--- src/rtl/imem_stim_seq.sv ---
// Instruction-stimulus sequencer: loadable program store played out over a valid/ready port.
// Build option: define STIM_BUBBLE_EN to inject a NOP bubble after every BUBBLE_GAP program words.
module imem_stim_seq #(
    parameter int unsigned           WIDTH      = 32,
    parameter int unsigned           DEPTH      = 16,
    parameter logic [WIDTH-1:0]      NOP_INSTR  = WIDTH'(32'h00000013),
    parameter int unsigned           BUBBLE_GAP = 4,
    localparam int unsigned          AW         = $clog2(DEPTH)
) (
    input  logic             clk,
    input  logic             reset_n,
    input  logic             load_we,
    input  logic [AW-1:0]    load_addr,
    input  logic [WIDTH-1:0] load_data,
    input  logic [AW:0]      prog_len,
    input  logic             mode_loop,
    input  logic             start,
    input  logic             abort,
    input  logic             instr_ready,
    output logic             instr_valid,
    output logic [WIDTH-1:0] instr,
    output logic [AW-1:0]    instr_idx,
    output logic             instr_bubble,
    output logic             busy,
    output logic             done,
    output logic [15:0]      wrap_cnt,
    output logic [1:0]       state_dbg
);

    if (DEPTH < 2 || (DEPTH & (DEPTH - 1)) != 0 || BUBBLE_GAP < 1) begin : g_bad_param
        $error("imem_stim_seq: DEPTH must be a power of 2 >= 2 and BUBBLE_GAP >= 1");
    end

    typedef enum logic [1:0] {S_IDLE = 2'd0, S_RUN = 2'd1, S_DONE = 2'd2} state_t;

    state_t             state_q, state_d;
    logic [WIDTH-1:0]   mem [DEPTH];
    logic [AW:0]        len_q, len_d, eff_len;
    logic               loop_q, loop_d;
    logic               valid_q, valid_d;
    logic [WIDTH-1:0]   instr_q, instr_d;
    logic [AW-1:0]      idx_q, idx_d, next_idx;
    logic [15:0]        wrap_q, wrap_d;
    logic               last;
`ifdef STIM_BUBBLE_EN
    logic               bubble_q, bubble_d;
    logic [15:0]        gap_q, gap_d;
`endif

    // Store has no reset so a program survives a harness reset.
    always_ff @(posedge clk) begin
        if (load_we) mem[load_addr] <= load_data;
    end

    assign eff_len = (prog_len > (AW+1)'(DEPTH)) ? (AW+1)'(DEPTH) : prog_len;
    assign last    = ({1'b0, idx_q} == len_q - 1'b1);

    // Handshake: a word moves on any edge with instr_valid && instr_ready; while valid is high
    // and ready low the word, index and bubble flag are frozen, and valid only falls after a
    // transfer (or on abort/reset).
    always_comb begin
        state_d  = state_q;
        len_d    = len_q;
        loop_d   = loop_q;
        valid_d  = valid_q;
        instr_d  = instr_q;
        idx_d    = idx_q;
        wrap_d   = wrap_q;
        next_idx = idx_q + 1'b1;
`ifdef STIM_BUBBLE_EN
        bubble_d = bubble_q;
        gap_d    = gap_q;
`endif
        case (state_q)
            S_IDLE, S_DONE: begin
                if (start && !abort && eff_len != '0) begin
                    state_d = S_RUN;
                    len_d   = eff_len;
                    loop_d  = mode_loop;
                    valid_d = 1'b1;
                    instr_d = mem[0];
                    idx_d   = '0;
                    wrap_d  = '0;
`ifdef STIM_BUBBLE_EN
                    bubble_d = 1'b0;
                    gap_d    = '0;
`endif
                end
            end
            S_RUN: begin
                if (abort) begin
                    state_d = S_IDLE;
                    valid_d = 1'b0;
                    instr_d = NOP_INSTR;
`ifdef STIM_BUBBLE_EN
                    bubble_d = 1'b0;
                    gap_d    = '0;
`endif
                end else if (valid_q && instr_ready) begin
`ifdef STIM_BUBBLE_EN
                    if (bubble_q) begin
                        // idx_q already points at the program word the bubble displaced.
                        instr_d  = mem[idx_q];
                        bubble_d = 1'b0;
                    end else
`endif
                    if (last && !loop_q) begin
                        state_d = S_DONE;
                        valid_d = 1'b0;
                        instr_d = NOP_INSTR;
                    end else begin
                        if (last) begin
                            next_idx = '0;
                            if (wrap_q != 16'hFFFF) wrap_d = wrap_q + 16'd1;
                        end
                        idx_d   = next_idx;
                        instr_d = mem[next_idx];
`ifdef STIM_BUBBLE_EN
                        if (gap_q + 16'd1 == 16'(BUBBLE_GAP)) begin
                            instr_d  = NOP_INSTR;
                            bubble_d = 1'b1;
                            gap_d    = '0;
                        end else begin
                            gap_d = gap_q + 16'd1;
                        end
`endif
                    end
                end
            end
            default: state_d = S_IDLE;
        endcase
    end

    always_ff @(posedge clk or negedge reset_n) begin
        if (!reset_n) begin
            state_q <= S_IDLE;
            len_q   <= '0;
            loop_q  <= 1'b0;
            valid_q <= 1'b0;
            instr_q <= NOP_INSTR;
            idx_q   <= '0;
            wrap_q  <= '0;
`ifdef STIM_BUBBLE_EN
            bubble_q <= 1'b0;
            gap_q    <= '0;
`endif
        end else begin
            state_q <= state_d;
            len_q   <= len_d;
            loop_q  <= loop_d;
            valid_q <= valid_d;
            instr_q <= instr_d;
            idx_q   <= idx_d;
            wrap_q  <= wrap_d;
`ifdef STIM_BUBBLE_EN
            bubble_q <= bubble_d;
            gap_q    <= gap_d;
`endif
        end
    end

    assign instr_valid = valid_q;
    assign instr       = instr_q;
    assign instr_idx   = idx_q;
    assign busy        = (state_q == S_RUN);
    assign done        = (state_q == S_DONE);
    assign wrap_cnt    = wrap_q;
    assign state_dbg   = state_q;
`ifdef STIM_BUBBLE_EN
    assign instr_bubble = bubble_q;
`else
    assign instr_bubble = 1'b0;
`endif

endmodule

--- config.mk ---
export PLATFORM = sky130hd
export DESIGN_NAME = imem_stim_seq
export DESIGN_NICKNAME = d
export VERILOG_FILES = /design/src/rtl/imem_stim_seq.sv
export SDC_FILE = /design/constraint.sdc
export NUM_CORES = 1
export LEC_CHECK = 0
export ABC_AREA = 1
export CAP_MARGIN = 10
export CORE_UTILIZATION = 42
export DETAILED_ROUTE_END_ITERATION = 10
export SYNTH_ARGS = -nofsm -noshare
export SYNTH_HDL_FRONTEND = slang
export SYNTH_SLANG_ARGS = --single-unit
--- constraint.sdc ---
create_clock -name clk -period 5 [get_ports clk]
set_clock_uncertainty 0.15 [all_clocks]
set_input_delay 1.25 -clock clk [delete_from_list [all_inputs] [get_ports clk]]
set_output_delay 1.25 -clock clk [all_outputs]
set_load 0.03 [all_outputs]
==> metrics.md, run 1 <==
| Metric | Value |
|---|---|
| Max Slew Vio Count | 0 |
| CP max FO | 32 |
| Crit path time final | 3780 ps |
| Hold_buf cts | 0 |
| First-pass detailed-route iteration total | 7 |
| H-tree Lvls | 2 |
| Setup crit end kind | output port |
| Final Cycle Share | 0.756 |
| Dominant cells by area after synthesis | edfxtp_1 64%, nand3_1 11%, nand2_1 6.8%, dfrtp_1 6.0%, nor2_1 1.9% |
| Final setup fails | 0 |
| Slew headroom | 0.300 |
| CTS buffer count | 59 |
| CTS tree | yes |
| #FFs+latches synth | 573 |
| Yosys top cell by area | edfxtp_1 |
| Share of layout cells above drive strength 1 | 0.0805 |
| Number of synthesized flops with an enable pin | 512 |
| First-pass GRT wire length | 102 mm |
| Area share of the largest cell type after synthesis | 0.637 |
| FILL cells | 4,944 |
| Distinct cells, synth | 36 |
| Crit path DAT | 2380 ps |
| Grt ovf | 0 |
| Asr flop ratio synth | 0.106 |
| Max Cap Viol | 0 |
| Status | completed |
| Clock latency on the worst-skew pair | 640 ps |
| FP Rows | 87 |
| Critical path class | flop to output port |
| DRT antenna net count | 0 |
| Ys flop type | edfxtp_1 |
| Worst hold path type | flop to flop |
| Cell area after synthesis | 24,100 sq um |
| Synth Warn # | 0 |
| Vias in the first global route | 16,500 |
| Startpoint types | flop |
| Ports | 106 |
| Total power draw | 16,300 uW |
| Setup Fix Bufs, Post-CTS | 0 |
| Layout area overhead | 16.4% |
| CTS max path bufs | 3 |
| Final core occ | 0.496 |
| Most frequent cell after synthesis | nand3_1 |
| PortBufs | 104 |
| Detail Placement HPWL | 34.3 mm |
| DRC | 0 |
| Place WS | 686 ps |
| Setup ws final | 1220 ps |
| Antenna violations before repair | 1 |
| Peak Freq | 264 MHz |
| Root buffer cell | clkbuf_16 |
| Fin Setup TNS | 0 ps |
| Peak supply drop | 387 uV |
| Die area | 58,500 sq um |
| Vias | 16,900 |
| Starting Density | 0.427 |
| Cells after synthesis | 2,135 |
| Pleak | 0.0102 uW |
| Final hold violations | 0 |
| Avg Vias per Cell | 5.61 |
| WL/cell | 22.1 um |
| Worst Max-Slew Pin Slew | 1050 ps |
| Die height | 242 um |
| RSZ-0062 raised after global routing | false |
| Avg Cell Area, Syn | 11.3 sq um |
| Final nets | 2,264 |
| Post_cts resized | 0 |
| Total track usage | 0.227 |
| Largest net degree at the start of global routing | 135 |
| Syn nets | 2,186 |
| Clock sink count | 573 |
| Clk slew on worst S/H paths | 60 ps |
| Final WL | 66.6 mm |
| Sequential area share after synthesis | 0.700 |
| DR iter-0 viols | 1,712 |
| Worst endpoint required time | 3600 ps |
| Synth cell count leaders | 520 x nand3_1, 512 x edfxtp_1, 440 x nand2_1 |
| Gpl congestion | 0.851 |
| PwrDens | 581 nW/um^2 |
| Placeable Area | 56,600 sq um |
| Die X | 242 um |
cells in the final DEF, fill, tap and decap left out, types with 19 or more instances in the layout:
cell and instances:
clkdlybuf4s50_1 103, nand2_1 439, inv_1 107, edfxtp_1 512, dfrtp_1 57, a21boi_1 20
clkbuf_16 59, clkbuf_1 19, o2111ai_1 29, nor2_1 112, buf_4 49, nand3_1 520
a21oi_1 65
per-layer routing:
metal / GRT usage / share of wire
met5: 0 / 0
met4: 0.0599 / 0.023
met2: 0.367 / 0.47
met1: 0.319 / 0.43
met3: 0.0363 / 0.077
stage by stage:
stage | std cells | hold slack (ps) | instance area, sq um
after global routing | 3019 | 348 | 28100
after floorplan | 2135 | 284 | 24100
after CTS | 3018 | 320 | 28100
after global placement | 2908 | 298 | 26100
final | 3019 | 323 | 28100
after detailed placement | 2908 | 309 | 26100
layout make-up:
type | count | area, sq um | share of cell area
flip-flops and latches | 573 | 16900 | 0.602
multi-input cells | 1309 | 6370 | 0.227
clock buffers | 91 | 1730 | 0.0614
repair buffers | 156 | 1480 | 0.0526
well taps | 756 | 946 | 0.0337
inverters | 114 | 435 | 0.0155
clock inverters | 19 | 236 | 0.00842
diodes | 1 | 2.50 | 0.0000891
registers in the layout (all words and copies together) (netlist names):
signal	cells
mem	512
instr	32
wrap_cnt	16
len_q	5
instr_idx	4
state_dbg	2
instr_valid	1
loop_q	1
critical path, cell delays in order (launching register included):
cell and delay (ps):
dfrtp_2 430, buf_4 520, clkdlybuf4s50_1 810
kinds of logic after synthesis:
group                      synth area share
xor gates and xnor gates            0.00363
DFF                                   0.700
and+or+nand+nor                       0.209
other                              0.000155
AOI/OAI and AO/OA                    0.0424
buffers and inverters                0.0431
adders and majority gates           0.00155
power by group:
part | switching [uW] | leakage (uW) | internal, uW
sequential | 246 | 0.00537 | 5520
combinational | 4260 | 0.00384 | 1860
clock | 1850 | 0.000955 | 2580
total | 6350 | 0.0102 | 9960
final timing paths:
kind,to,slack (ps),cells past startpoint,startpoint
min in group asynchronous,wrap_cnt[7]$_DFFE_PN0P_,660,1,reset_n
max reg2reg,instr[29]$_DFFE_PN0P_,1530,15,len_q[0]$_DFFE_PN0P_
max,instr_idx[0],1220,2,instr_idx[0]$_DFFE_PN0P_
min,instr[0]$_DFFE_PN1P_,320,2,instr[0]$_DFFE_PN1P_
min reg2reg,instr[0]$_DFFE_PN1P_,320,2,instr[0]$_DFFE_PN1P_
max in group asynchronous,instr_idx[0]$_DFFE_PN0P_,3340,1,reset_n
(Power assumes the default switching activity.)
==> inputs of run 2 (changes only) <==
==> constraint.sdc (replaced) <==
create_clock -name clk -period 3.3 [get_ports clk]
set_clock_uncertainty 0.15 [all_clocks]
set_input_delay 0.825 -clock clk [delete_from_list [all_inputs] [get_ports clk]]
set_output_delay 0.825 -clock clk [all_outputs]
set_load 0.03 [all_outputs]
==> metrics.md, run 2 (synthesis results as in run 1) <==
| Metric | Value |
|---|---|
| Worst-case reg-to-reg path depth | 14 (-1) |
| CP max FO | 154 (+380%) |
| CTS buffer count | 59 (unchanged) |
| Slew headroom | 0.274 (-0.0260) |
| H-tree Lvls | 2 (unchanged) |
| Worst hold path type | input pin to async pin |
| Die height | 242 um (unchanged) |
| Final core occ | 0.501 (+0.00429) |
| Place WS | -43.3 ps (-730 ps) |
| Clk slew on worst S/H paths | 70 ps (about the same) |
| Top reg by flops | mem |
| Max Cap Viol | 0 (unchanged) |
| Worst endpoint required time | 3670 ps (+70 ps) |
| Reg2reg setup slack | 260 ps (-1270 ps) |
| Hold_buf cts | 0 (unchanged) |
| Placeable Area | 56,600 sq um (unchanged) |
| Detail Placement HPWL | 31.5 mm (-8.0%) |
| Critical path class | flop to flop |
| Status | completed |
| Final hold violations | 0 (unchanged) |
| PwrDens | 875 nW/um^2 (+51%) |
| Die area | 58,500 sq um (unchanged) |
| DRT antenna net count | 0 (unchanged) |
| Final nets | 2,259 (-0.22%) |
| Crit path time final | 3040 ps |
| Most frequent cells in the layout | 520 x nand3_1, 512 x edfxtp_1, 439 x nand2_1 |
| Antenna violations before repair | 3 (+2) |
| Post_cts resized | 0 (unchanged) |
| Peak supply drop | 817 uV (+110%) |
| Final setup fails | 0 (unchanged) |
| Startpoint types | flop |
| R2R Path End | instr[17]$_DFFE_PN0P_ |
| Vias | 16,800 (-1.1%) |
| Setup crit end kind | flop |
| Avg Vias per Cell | 5.56 (-0.95%) |
| Setup ws final | 262 ps (-956 ps) |
| RSZ-0062 raised after global routing | false |
| First-pass GRT wire length | 99.5 mm (-2.2%) |
| Vias in the first global route | 16,400 (-0.84%) |
| Peak Freq | 329 MHz |
| FP Rows | 87 (unchanged) |
| Setup Fix Bufs, Post-CTS | 0 (unchanged) |
| Pleak | 0.0102 uW (+0.49%) |
| Ports | 106 (unchanged) |
| DR iter-0 viols | 1,716 (+0.23%) |
| Share of layout cells above drive strength 1 | 0.0788 (-0.00163) |
| Largest net degree at the start of global routing | 167 (+24%) |
| WL/cell | 22.0 um (-0.29%) |
| Commonest non-fill, non-tap cell in the layout | nand3_1 |
| FILL cells | 4,995 (+1.0%) |
| Worst Max-Slew Pin Slew | 1090 ps (+39.0 ps) |
| Final Cycle Share | 0.921 |
| Max reg flops | 512 (unchanged) |
| CTS tree | yes |
| Starting Density | 0.427 (unchanged) |
| Root buffer cell | clkbuf_16 |
| Total track usage | 0.224 (-0.00316) |
| Die X | 242 um (unchanged) |
| PortBufs | 104 (unchanged) |
| DRC | 0 (unchanged) |
| R2R Path Start | len_q[0]$_DFFE_PN0P_ |
| CTS max path bufs | 3 (unchanged) |
| Clock sink count | 573 (unchanged) |
| Layout area overhead | 17.4% |
| Max Slew Vio Count | 0 (unchanged) |
| Final WL | 66.3 mm (-0.42%) |
| First-pass detailed-route iteration total | 5 (-2) |
| Clock latency on the worst-skew pair | 610 ps (-30 ps) |
| Crit path DAT | 3410 ps (+1030 ps) |
| Grt ovf | 0 (unchanged) |
| Gpl congestion | 0.815 (-4.2%) |
==> run 2: cell count changes in the layout (fill, tap and decap cells not counted), sizes merged <==
cell / previous run / this run
buf: 53 / 47
bufinv: 4 / 5
clkbuf: 91 / 81
clkinv: 14 / 23
inv: 113 / 114
nand2: 446 / 447
==> run 2: cell type report <==
| class | count | area (sq um) | area share |
|---|---|---|---|
| well taps | 756 | 946 | 0.0334 |
| flip-flops and latches | 573 | 16900 | 0.597 |
| multi-input cells | 1310 | 6390 | 0.225 |
| clock inverters | 30 | 283 | 0.00998 |
| inverters | 114 | 435 | 0.0154 |
| clock buffers | 81 | 1640 | 0.0579 |
| diodes | 1 | 2.50 | 0.0000883 |
| repair buffers | 150 | 1740 | 0.0615 |
==> run 2: through the flow <==
step	instance area [sq um]	TNS [ps]	total power (uW)	instances	hold WS, ps
6_report	28300	0	24800	3015	80.5
5_1_grt	28300	0	26100	3015	89.0
4_1_cts	28300	0	24800	3013	68.7
3_5_place_dp	26400	-473	18200	2902	307
3_3_place_gp	26400	0	18100	2902	310
2_1_floorplan	24100	-145180	14800	2135	284
==> run 2: per-layer routing <==
| metal | track usage | wire length [um] |
|---|---|---|
| met1 | 0.308 | 28400 |
| met2 | 0.363 | 30900 |
| met3 | 0.0373 | 5260 |
| met4 | 0.0722 | 1670 |
| met5 | 0 | 34 |
==> run 2: critical path, stage by stage (launching register included) <==
cell     delay, ps
dfrtp_1        380
inv_1          100
ha_1           330
nor2_1         120
nor2_1          70
nand3_1        130
nor2_4          80
nand2_8        140
buf_12         480
nand3_1        160
nand3_1        140
nand3_1         90
nand3_1         90
nand3_1         80
a21oi_1        160
==> run 2: worst max path at each step <==
stage	start	slack, ps	end	cells after the start
floorplan	load_we	-570	mem[8][0]$_DFFE_PP_	2
global placement	prog_len[2]	70	instr[8]$_DFFE_PN0P_	12
detailed placement	prog_len[2]	-40	instr[2]$_DFFE_PN0P_	12
CTS	len_q[0]$_DFFE_PN0P_	150	instr[27]$_DFFE_PN0P_	16
global route	len_q[0]$_DFFE_PN0P_	6	instr[8]$_DFFE_PN0P_	16
finish	len_q[0]$_DFFE_PN0P_	260	instr[17]$_DFFE_PN0P_	14
==> run 2: report_power, final <==
part           internal [uW]  switching (uW)  total [uW]
combinational           2970            6500        9470
sequential              8370             358        8730
clock                   3860            2730        6600
total                  15200            9590       24800
